--- config.mk ---
export PLATFORM = sky130hd
export DESIGN_NAME = cheby_horner_fx
export DESIGN_NICKNAME = d
export VERILOG_FILES = /design/src/rtl/cheby_horner_fx.sv
export SDC_FILE = /design/constraint.sdc
export NUM_CORES = 1
export LEC_CHECK = 0
export BUFFER_PORTS_ARGS = -buffer_cell sky130_fd_sc_hd__buf_2
export CORE_MARGIN = 5
export CORE_UTILIZATION = 58
export DETAILED_ROUTE_END_ITERATION = 7
export PLACE_DENSITY = 0.8
export SYNTH_ARGS = -nofsm -noshare
export SYNTH_HDL_FRONTEND = slang
export SYNTH_SLANG_ARGS = --single-unit
--- constraint.sdc ---
create_clock -name clk -period 8.6 [get_ports clk]
set_input_delay 2.15 -clock clk [delete_from_list [all_inputs] [get_ports clk]]
set_output_delay 2.15 -clock clk [all_outputs]
set_load 0.01 [all_outputs]
--- src/rtl/cheby_horner_fx.sv ---
// cheby_horner_fx: piecewise polynomial evaluator in signed fixed point.
// The top SEG_BITS of x pick one of 2^SEG_BITS coefficient sets. The
// polynomial is evaluated by Horner's rule, one multiply-add per clock, with
// saturation after every step. Coefficients are loaded through a simple
// write port that is only open while the evaluator is idle.
module cheby_horner_fx #(
   parameter int DATA_W   = 16,
   parameter int FRAC_W   = 12,
   parameter int N_COEF   = 4,
   parameter int SEG_BITS = 2,
   localparam int NUM_COEF = (1 << SEG_BITS) * N_COEF,
   localparam int ADDR_W   = $clog2(NUM_COEF)
) (
   input  logic              clk,
   input  logic              rst,
   input  logic              in_valid,
   output logic              in_ready,
   input  logic [DATA_W-1:0] in_data,
   output logic              out_valid,
   input  logic              out_ready,
   output logic [DATA_W-1:0] out_data,
   output logic              out_sat,
   input  logic              cfg_we,
   input  logic [ADDR_W-1:0] cfg_addr,
   input  logic [DATA_W-1:0] cfg_wdata,
   output logic              cfg_err
);

   localparam int K_W    = $clog2(N_COEF);
   localparam int PROD_W = 2 * DATA_W;
   // The sum is kept wide enough that neither the shifted product nor the
   // coefficient addition can wrap before the clamp looks at it.
   localparam int SUM_W  = PROD_W + 1;

   localparam logic [ADDR_W:0]   ADDR_LIM = (ADDR_W + 1)'(NUM_COEF);
   localparam logic [DATA_W-1:0] D_MAX    = {1'b0, {(DATA_W - 1){1'b1}}};
   localparam logic [DATA_W-1:0] D_MIN    = {1'b1, {(DATA_W - 1){1'b0}}};

   // Reject configurations that the indexing arithmetic cannot cover.
   if (N_COEF < 2 || N_COEF > 16) begin : g_bad_n_coef
      $error("cheby_horner_fx: N_COEF must lie in 2..16");
   end
   if (FRAC_W >= DATA_W || SEG_BITS < 1 || SEG_BITS > DATA_W) begin : g_bad_format
      $error("cheby_horner_fx: illegal FRAC_W or SEG_BITS");
   end

   typedef enum logic [1:0] {
      ST_IDLE  = 2'd0,
      ST_WORK  = 2'd1,
      ST_REPLY = 2'd2
   } state_t;

   state_t                    state_reg;
   state_t                    state_next;

   logic signed [DATA_W-1:0]  coef_mem [NUM_COEF];
   logic [NUM_COEF-1:0]       coef_we;

   logic signed [DATA_W-1:0]  x_reg;
   logic [SEG_BITS-1:0]       seg_reg;
   logic signed [DATA_W-1:0]  acc_reg;
   logic [K_W-1:0]            k_reg;
   logic                      sat_reg;
   logic                      cfg_err_reg;

   logic                      accept;
   logic                      cfg_wr_ok;
   logic [SEG_BITS-1:0]       in_seg;
   logic [ADDR_W-1:0]         top_idx;
   logic [ADDR_W-1:0]         work_idx;
   logic signed [DATA_W-1:0]  coef_k;

   logic signed [PROD_W-1:0]  prod;
   logic signed [PROD_W-1:0]  prod_shr;
   logic signed [SUM_W-1:0]   sum_full;
   logic                      ovf_hi;
   logic                      ovf_lo;
   logic signed [DATA_W-1:0]  acc_next;

   // ------------------------------------------------------------------
   // Handshake and coefficient-port qualification
   // ------------------------------------------------------------------
   assign accept = in_valid && in_ready;
   assign in_seg = in_data[DATA_W-1 -: SEG_BITS];

   // A write that lands on the same edge as an accept is refused so the
   // evaluation that just started sees the table exactly as it was.
   assign cfg_wr_ok = cfg_we && (state_reg == ST_IDLE) && !accept &&
                      ({1'b0, cfg_addr} < ADDR_LIM);

   for (genvar gi = 0; gi < NUM_COEF; gi++) begin : g_coef_we
      assign coef_we[gi] = cfg_wr_ok && (cfg_addr == ADDR_W'(gi));
   end

   // Coefficient address: segment base plus term index.
   assign top_idx  = ADDR_W'(in_seg) * ADDR_W'(N_COEF) + ADDR_W'(N_COEF - 1);
   assign work_idx = ADDR_W'(seg_reg) * ADDR_W'(N_COEF) + ADDR_W'(k_reg);
   assign coef_k   = coef_mem[work_idx];

   // ------------------------------------------------------------------
   // FSM
   // ------------------------------------------------------------------

   // State register.
   always_ff @(posedge clk or negedge rst) begin
      if (!rst) begin
         state_reg <= ST_IDLE;
      end else begin
         state_reg <= state_next;
      end
   end

   // Next-state logic: a REPLY handshake may chain straight into WORK.
   always_comb begin
      state_next = state_reg;
      case (state_reg)
         ST_IDLE: begin
            if (accept) begin
               state_next = ST_WORK;
            end
         end
         ST_WORK: begin
            if (k_reg == '0) begin
               state_next = ST_REPLY;
            end
         end
         ST_REPLY: begin
            if (out_ready) begin
               state_next = accept ? ST_WORK : ST_IDLE;
            end
         end
         default: state_next = ST_IDLE;
      endcase
   end

   // FSM outputs: handshake flags depend only on the state and out_ready.
   always_comb begin
      in_ready  = 1'b0;
      out_valid = 1'b0;
      case (state_reg)
         ST_IDLE: begin
            in_ready = 1'b1;
         end
         ST_REPLY: begin
            in_ready  = out_ready;
            out_valid = 1'b1;
         end
         default: begin
            in_ready  = 1'b0;
            out_valid = 1'b0;
         end
      endcase
   end

   // ------------------------------------------------------------------
   // Horner step datapath
   // ------------------------------------------------------------------

   // One multiply-add-saturate: acc*x rescaled by floor shift, plus c[k].
   always_comb begin
      prod     = PROD_W'(acc_reg) * PROD_W'(x_reg);
      prod_shr = prod >>> FRAC_W;
      sum_full = SUM_W'(prod_shr) + SUM_W'(coef_k);
      // The sum fits DATA_W bits only if every bit above the result's sign
      // bit agrees with the true sign bit.
      ovf_hi   = !sum_full[SUM_W-1] && (|sum_full[SUM_W-2:DATA_W-1]);
      ovf_lo   = sum_full[SUM_W-1] && !(&sum_full[SUM_W-2:DATA_W-1]);
      if (ovf_hi) begin
         acc_next = D_MAX;
      end else if (ovf_lo) begin
         acc_next = D_MIN;
      end else begin
         acc_next = sum_full[DATA_W-1:0];
      end
   end

   // Evaluation registers: load on accept, iterate in WORK, hold otherwise.
   always_ff @(posedge clk or negedge rst) begin
      if (!rst) begin
         x_reg   <= '0;
         seg_reg <= '0;
         acc_reg <= '0;
         k_reg   <= '0;
         sat_reg <= 1'b0;
      end else if (accept) begin
         x_reg   <= in_data;
         seg_reg <= in_seg;
         acc_reg <= coef_mem[top_idx];
         k_reg   <= K_W'(N_COEF - 2);
         sat_reg <= 1'b0;
      end else if (state_reg == ST_WORK) begin
         acc_reg <= acc_next;
         sat_reg <= sat_reg | ovf_hi | ovf_lo;
         if (k_reg != '0) begin
            k_reg <= k_reg - K_W'(1);
         end
      end
   end

   // ------------------------------------------------------------------
   // Coefficient store
   // ------------------------------------------------------------------

   // Coefficient table: cleared by reset, written one entry per cycle.
   always_ff @(posedge clk or negedge rst) begin
      if (!rst) begin
         for (int i = 0; i < NUM_COEF; i++) begin
            coef_mem[i] <= '0;
         end
      end else begin
         for (int i = 0; i < NUM_COEF; i++) begin
            if (coef_we[i]) begin
               coef_mem[i] <= cfg_wdata;
            end
         end
      end
   end

   // Refused writes raise a one-cycle error pulse on the following cycle.
   always_ff @(posedge clk or negedge rst) begin
      if (!rst) begin
         cfg_err_reg <= 1'b0;
      end else begin
         cfg_err_reg <= cfg_we && !cfg_wr_ok;
      end
   end

   assign out_data = acc_reg;
   assign out_sat  = sat_reg;
   assign cfg_err  = cfg_err_reg;

endmodule

Word-level counts from Yosys, hierarchy flattened
Cells that the tools add are included.
{ "op_classes": {"n_shift": 0, "mux": 22, "n_mul": 1, "order_cmp": 2, "eq_ne": 20, "n_reduce_logical": 36, "div_mod_pow": 0, "n_bitwise": 4, "add_sub_neg": 4} }
{ "op_table": {"columns": ["op", "n"], "rows": [
  ["binary-select mux 16 bit (select 4 bit)", 2],
  ["two-way mux 16 bit", 8],
  ["== test 4 bit, second input constant", 8],
  ["multiplier 16 x 16 -> 32 bit", 1],
  ["logical AND 1 bit", 22],
  ["adder 20 x 16 -> 21 bit", 1],
  ["AND reduction 17 bit", 1],
  ["OR reduction 17 bit", 1],
  ["== test 4 x 3 -> 1 bit, second input constant", 4],
  ["two-way mux 2 bit", 6],
  ["greater-or-equal comparator 5 bit, second input constant", 2],
  ["inverter 4 -> 5 bit", 2],
  ["== test 4 x 2 -> 1 bit, second input constant", 2],
  ["!= test 2 bit, second input constant", 3],
  ["one-hot mux 2 bit (3 select lines)", 1],
  ["nonzero test 2 bit", 3],
  ["adder 4 x 2 -> 4 bit", 1],
  ["adder 4 x 2 -> 4 bit, second input constant", 1],
  ["== test 4 x 1 -> 1 bit, second input constant", 1],
  ["zero test 1 bit", 4],
  ["zero test 2 bit", 2],
  ["zero test 4 bit", 1],
  ["two-way mux 1 bit", 4],
  ["AND reduction 3 bit", 1],
  ["6 further kinds", 7]
]} }
{ "totals": {"romBits": 0, "ramBits": 0, "mem_count": 0, "latchBits": 0, "register_bits": 296} }

Depth between registers and ports, before layout
Gate-level depths: netlist of the first run.
{ "depth": {"ltp_word": 13, "mapped_depth": 36, "ltp_nobuf": 32} }

Worst setup path before layout of the first run
Ideal clock, no wire load.
{ "synth_path": {"kind": "register to register", "start": "register x_reg[15]", "end": "register acc_reg[9] (netlist: out_data[9])", "path_slack_ns": 0.283, "arrival_ns": 8.243, "path_stages_with_launch": 35, "setup_ns": 0.073, "period_less_slack_ns": 8.317, "path_cell_list": "dfrtp_1 buf_1 inv_1 buf_1 nor2_1 fa_1 fa_1 fa_1 fa_1 fa_1 inv_1 fa_1 inv_1 ha_1 a21o_1 a21o_1 a21oi_1 o21ai_0 or3_1 o21ai_1 nor2b_1 nor2b_1 o31a_1 ha_1 clkbuf_1 o21a_1 o2111a_1 nand2_1 nor2_1 o221ai_2 or4_4 nor3_4 buf_6 o21ai_1 a21oi_2"} }
{ "synth_via": {"elab_chain_len": 9} }
{ "synth_lines": {"columns": ["item", "line_no", "text"], "rows": [
  ["start, declared", "59", "logic signed [DATA_W-1:0] x_reg;"],
  ["start signal, assigned", "186", "x_reg <= in_data;"],
  ["multiplier 16 x 16 -> 32 bit *", "161", "prod = PROD_W'(acc_reg) * PROD_W'(x_reg);"],
  ["adder 20 x 16 -> 21 bit *", "163", "sum_full = SUM_W'(prod_shr) + SUM_W'(coef_k);"],
  ["AND reduction 17 bit", "167", "ovf_lo = sum_full[SUM_W-1] && !(&sum_full[SUM_W-2:DATA_W-1]);"],
  ["zero test 1 bit", "167", null],
  ["logical AND 1 bit", "167", null],
  ["two-way mux 16 bit", "170", "end else if (ovf_lo) begin"],
  ["two-way mux 16 bit *", "168", "if (ovf_hi) begin"],
  ["two-way mux 16 bit *", "191", "end else if (state_reg == ST_WORK) begin"],
  ["two-way mux 16 bit *", "185", "end else if (accept) begin"],
  ["end signal, assigned", "188", "acc_reg <= coef_mem[top_idx];"],
  ["end signal, assigned", "192", "acc_reg <= acc_next;"],
  ["end, declared", "61", "logic signed [DATA_W-1:0] acc_reg;"]
]} }
Every way passes the cells marked *; elsewhere a longest branch is shown, timed or not. The select of a mux whose other input is x is not followed.
A chain may end at the register's enable or synchronous reset.

Worst setup path after layout of the first run
{ "layout_path": {"start": "register acc_reg[4] (netlist: out_data[4])", "end": "register acc_reg[0] (netlist: out_data[0])"} }
{ "layout_via": {"elab_chain_len": 9} }
{ "layout_lines": {"columns": ["item", "line_no"], "rows": [
  ["multiplier 16 x 16 -> 32 bit *", "161"],
  ["adder 20 x 16 -> 21 bit *", "163"],
  ["AND reduction 17 bit", "167"],
  ["zero test 1 bit", "167"],
  ["logical AND 1 bit", "167"],
  ["two-way mux 16 bit", "170"],
  ["two-way mux 16 bit *", "168"],
  ["two-way mux 16 bit *", "191"],
  ["two-way mux 16 bit *", "185"]
]} }
Marks and branches as above.

==> results.yml, run 1 <==
floorplanning:
  die_w_um: 213.8
  core_area_um2: 40920
  rows: 74
  die_area_um2: 45700
  start_util: 0.5885
  pin_count: 61
  die_h_um: 213.8
hold_path:
  min_to: "coef_mem[90]$_DFFE_PN0P_"
  min-delay-start: "coef_mem[90]$_DFFE_PN0P_"
  holdCritPathClass: "register to register"
  whs_path_depth: 1
clock_tree:
  cts_root_buffer: "clkbuf_16"
  clk_pin_slew_worst_paths_ps: 70
  numCtsBuffers: 31
  clock_path_buffers: 3
  cts_htree_levels: 1
  cts_tree: "done"
  clock-sinks: 294
  worstSkewPairLatency_ps: 580
global_routing:
  grt_overflow_total: 0
  grt_usage: 0.2646
  grt_pass1_vias: 17883
  grt_pass1_wl_um: 94600
  grt_max_degree: 143
  antenna_found_initial: 5
sta:
  hold_viol_final: 0
  tns_ps: 0
  min_period_over_period: 0.9633
  relSlewSlack: 0.1829
  drv_slew: 0
  period_minus_slack_ps: 8284
  worst_slew_pin_slew_ps: 1223
  rsz0062_at_grt: "no"
  clock.fmax_mhz: 120.7
  finClkSkew_ps: 22.54
  setup_viol: 0
place:
  finalWeightedCongestion: 0.9034
  dp_hpwl_um: 41230
  portBuffers: 60
critical_path:
  r2r-end: "out_data[0]$_DFFE_PN0P_"
  critPathMostFrequentCell: "fa_1"
  cp-end-kind: "register"
  r2r_slack_ps: 320
  startpoint_type: "register"
  reg2regPathDepth: 30
  crit_arrival_ps: 8790
  worstPathMaxFanout: 16
  rr_startpoint: "out_data[4]$_DFFE_PN0P_"
  worstPathRequired_ps: 9110
  criticalPathCategory: "register to register"
  max_stage_delay_ps: 590
  critPathSlowestCell: "fa_1"
drt:
  via_count: 15948
  wl_um: 58440
  drc_errors: 0
  avgViaCountPerCell: 5.982
  drt_iter0_drc: 996
  dr.pass1.iters: 8
  antenna_left: 0
  post_drt_wl_per_cell_um: 21.92
synth:
  netlist_instances: 2056
  syn-num-nets: 2462
  async_flop_share: 1.000
  syn_area_per_cell_um2: 11.71
  ys_types: 59
  synth.cell_area_um2: 24080
  synth_seq_cells: 294
  dominantRegCellSynth: "dfrtp_1"
  synth_edf_count: 0
  yosysSeqAreaShare: 0.3055
  ys_warn_count: 0
finish:
  syn_to_final_growth_pct: 9.647
  fin_nets: 2514
  largest_register_ffs: 256
  drive_above_1_share: 0.2800
status:
  status: "finished, final reports clean"
run:
  cap_violations: 0
metrics by stage:
stage	util	hold slack, ps	cells	cell area, µm²	setup slack, ps
finish	0.6453	500.1	2666	26410	315.9
global route	0.6452	513.2	2665	26410	2.484
CTS	0.6399	502.5	2652	26190	8.139
detailed placement	0.6124	488.5	2595	25060	-59.10
global placement	0.6124	481.4	2595	25060	127.1
floorplan	-	473.9	2056	24080	283.5
kinds of logic after synthesis:
kind of cell	count (synthesis)	share of synthesized area
AOI/OAI and AO/OA	162	0.04504
xor gates and xnor gates	39	0.01418
adders and majority gates	365	0.2713
buffers and inverters	399	0.06286
DFF	294	0.3055
muxes	353	0.2099
and+or+nand+nor	444	0.09128
layer usage:
layer,wire length [µm],vias up,track usage
li1,-,6901,-
met1,22350,8204,0.3399
met2,28830,640,0.4436
met3,4706,197,0.06013
met4,2516,6,0.1013
met5,34,-,0
worst max-delay path, delay by kind of cell, from the launching register on:
family	cells	cell delay, ps
simple gates	9	2040
buf+inv	6	820
flops	1	560
compound gates	7	1300
fa+ha+maj	8	3470
layout by cell type, fill, tap and decap left out, types with 32 or more instances in the layout:
cell     count
buf_4       60
fa_1       261
mux4_2      96
inv_1      290
ha_1       100
buf_2       59
nor2_1      40
nand2_1    202
xnor2_1     32
dfrtp_1    272
mux2_2     256
and2_1     117
worst max-delay path by stage:
stage                         endpoint                     from  slack (ps)
5_1_grt            out_sat$_DFFE_PN0P_  out_data[8]$_DFFE_PN0P_           2
3_3_place_gp       out_sat$_DFFE_PN0P_  out_data[6]$_DFFE_PN0P_         130
6_report       out_data[0]$_DFFE_PN0P_  out_data[4]$_DFFE_PN0P_         320
2_1_floorplan  out_data[9]$_DFFE_PN0P_    x_reg[15]$_DFFE_PN0P_         280
3_5_place_dp   out_data[0]$_DFFE_PN0P_  out_data[6]$_DFFE_PN0P_         -60
4_1_cts        out_data[0]$_DFFE_PN0P_  out_data[4]$_DFFE_PN0P_           8
layout make-up:
| type | instances | area (µm²) |
|---|---|---|
| fillers | 2940 | 14520 |
| repair buffers | 127 | 853.3 |
| clock buffers | 38 | 842.1 |
| inverters | 291 | 1092 |
| flip-flops and latches | 294 | 7390 |
| clock inverters | 19 | 274.0 |
| multi-input cells | 1363 | 15290 |
| diodes | 2 | 5.005 |
| well taps | 532 | 665.6 |
synth_stat cells, types with 7 or more instances:
cell type | number | area share
nand3_1 | 7 | 0.0015
o21ai_1 | 15 | 0.0031
xor2_1 | 7 | 0.0025
fa_1 | 262 | 0.22
inv_1 | 291 | 0.045
nor2_1 | 41 | 0.0064
and2_1 | 117 | 0.030
mux4_2 | 96 | 0.090
a21oi_2 | 12 | 0.0044
o21ai_0 | 28 | 0.0058
buf_1 | 13 | 0.0020
clkbuf_1 | 87 | 0.014
dfrtp_1 | 294 | 0.31
nor2b_1 | 13 | 0.0034
a21oi_1 | 34 | 0.0071
a21o_1 | 12 | 0.0037
mux2_2 | 256 | 0.12
nand2b_1 | 12 | 0.0031
o21a_1 | 12 | 0.0037
xnor2_1 | 32 | 0.012
buf_2 | 7 | 0.0015
o211ai_1 | 7 | 0.0022
o22ai_1 | 9 | 0.0023
nor3_1 | 10 | 0.0021
or3_1 | 14 | 0.0036
ha_1 | 103 | 0.054
nand2_1 | 203 | 0.032
what timing repair did:
| action | in CTS | in global routing |
|---|---|---|
| gates resized for setup | 8 | 40 |
| hold buffers | 0 | 0 |
| setup endpoints to repair | 6 | 17 |
| pin swaps | 0 | 4 |
| buffers inserted | 0 | 12 |
Power of run 1 is left out: the tool's default activity adds up to more than one toggle a clock period on the data nets, which glitch-free logic cannot reach.
==> inputs of run 2 (changes only) <==
--- a/config.mk
+++ b/config.mk
@@ -6,6 +6,7 @@
 export NUM_CORES = 1
 export LEC_CHECK = 0
 export BUFFER_PORTS_ARGS = -buffer_cell sky130_fd_sc_hd__buf_2
+export CORE_ASPECT_RATIO = 0.75
 export CORE_MARGIN = 5
 export CORE_UTILIZATION = 58
 export DETAILED_ROUTE_END_ITERATION = 7
==> results.yml, run 2 (same netlist as run 1, synthesis figures left out) <==
status:
  status: "finished, final reports clean"
global_routing:
  antenna_found_initial: 0
  grt_overflow_total: 0
  grt_max_degree: 160
  grt_usage: 0.2711
  grt_pass1_vias: 17358
  grt_pass1_wl_um: 98210
critical_path:
  criticalPathCategory: "register to register"
  worstPathMaxFanout: 8
  max_stage_delay_ps: 570
  critPathSlowestCell: "fa_1"
  cp-end-kind: "register"
  critPathMostFrequentCell: "fa_1"
  cp_top_family: "adder cells"
  worstPathRequired_ps: 9090
  startpoint_type: "register"
  crit_arrival_ps: 8890
  critical_path_buf_inv_count: 6
sta:
  drv_slew: 0
  tns_ps: 0
  period_minus_slack_ps: 8395
  finClkSkew_ps: 16.30
  setup_viol: 0
  min_period_over_period: 0.9762
  hold_viol_final: 0
  relSlewSlack: 0.1624
  clock.fmax_mhz: 119.1
  worst_slew_pin_slew_ps: 1253
clock_tree:
  clock-sinks: 294
  clock_path_buffers: 3
  cts_tree: "done"
  clk_pin_slew_worst_paths_ps: 70
  postCtsHoldBufs: 0
  worstSkewPairLatency_ps: 570
  numCtsBuffers: 30
  cts_htree_levels: 1
  cts_root_buffer: "clkbuf_16"
finish:
  post-route-util: 0.6487
  fin_nets: 2534
  final_cell_area_um2: 26550
  mostFrequentLayoutCells: "inv_1 (291), dfrtp_1 (268), fa_1 (261)"
  syn_to_final_growth_pct: 10.22
  antenna_cells: 0
  multi_input_area_um2: 15300
  regArea_um2: 7400
  largest_register_ffs: 256
  num-fill-cells: 3009
  drive_above_1_share: 0.2887
  final_common_cell: "inv_1"
floorplanning:
  rows: 64
  start_util: 0.5886
  pin_count: 61
  die_h_um: 186.5
  die_area_um2: 45740
  core_area_um2: 40920
  die_w_um: 245.3
run:
  cap_violations: 0
drt:
  wl_um: 61410
  drt_iter0_drc: 1564
  post_drt_wl_per_cell_um: 22.65
  via_count: 16180
  dr.pass1.iters: 5
  antenna_left: 0
  drc_errors: 0
  avgViaCountPerCell: 5.966
place:
  place_area_um2: 25210
  finalWeightedCongestion: 0.9125
  dp_hpwl_um: 43580
  portBuffers: 60
hold_path:
  holdCritPathClass: "register to register"
## run 2: repair_timing
action,in CTS,in global routing
resized for setup,12,47
endpoints found under the setup margin,16,17
endpoints found under the hold margin,0,0
pin swaps,1,4
setup buffers,2,20
## run 2: routing by layer
metal,vias up,GRT usage,part of all wire,wire (µm)
met4,0,0.07355,0.031,1885
met2,710,0.4225,0.47,28940
li1,6940,-,-,-
met5,-,0,0,0
met3,112,0.05692,0.083,5123
met1,8418,0.3941,0.41,25470
## run 2: metrics by stage
stage          hold WS, ps  setup slack (ps)  instances
6_report             501.7             205.0       2712
2_1_floorplan        473.9             283.5       2056
5_1_grt              513.6            -2.032       2712
3_5_place_dp         487.1            -132.6       2635
3_3_place_gp         481.9             89.91       2635
4_1_cts              501.3             10.27       2692
## run 2: worst reg2reg max path: cells and delay by family, from the launching register on
family	cells	cell delay, ps
AOI/OAI and AO/OA	11	1970
adders and majority gates	8	3610
buffers and inverters	6	590
DFF	1	510
and+or+nand+nor	8	1650
## run 2: worst paths after layout
check	start	to	slack (ps)	depth (start not counted)
min in group asynchronous	rst	x_reg[11]$_DFFE_PN0P_	1740	1
worst max register to register	x_reg[7]$_DFFE_PN0P_	out_data[10]$_DFFE_PN0P_	200	33
worst min register to register	coef_mem[27]$_DFFE_PN0P_	coef_mem[27]$_DFFE_PN0P_	500	1
worst min-delay path	coef_mem[27]$_DFFE_PN0P_	coef_mem[27]$_DFFE_PN0P_	500	1
worst max-delay path	x_reg[7]$_DFFE_PN0P_	out_data[10]$_DFFE_PN0P_	200	33
max in group asynchronous	rst	k_reg[0]$_DFFE_PN0P_	5320	2
## run 2: layout make-up
| class | instances | area share |
|---|---|---|
| multi-input combinational | 1363 | 0.5763 |
| sequential | 294 | 0.2788 |
| inverter | 291 | 0.04115 |
| timing repair buffer | 148 | 0.03865 |
| clock buffer | 41 | 0.03328 |
| tap | 561 | 0.02644 |
| clock inverter | 14 | 0.005420 |
Power of run 2 is left out for the same reason.
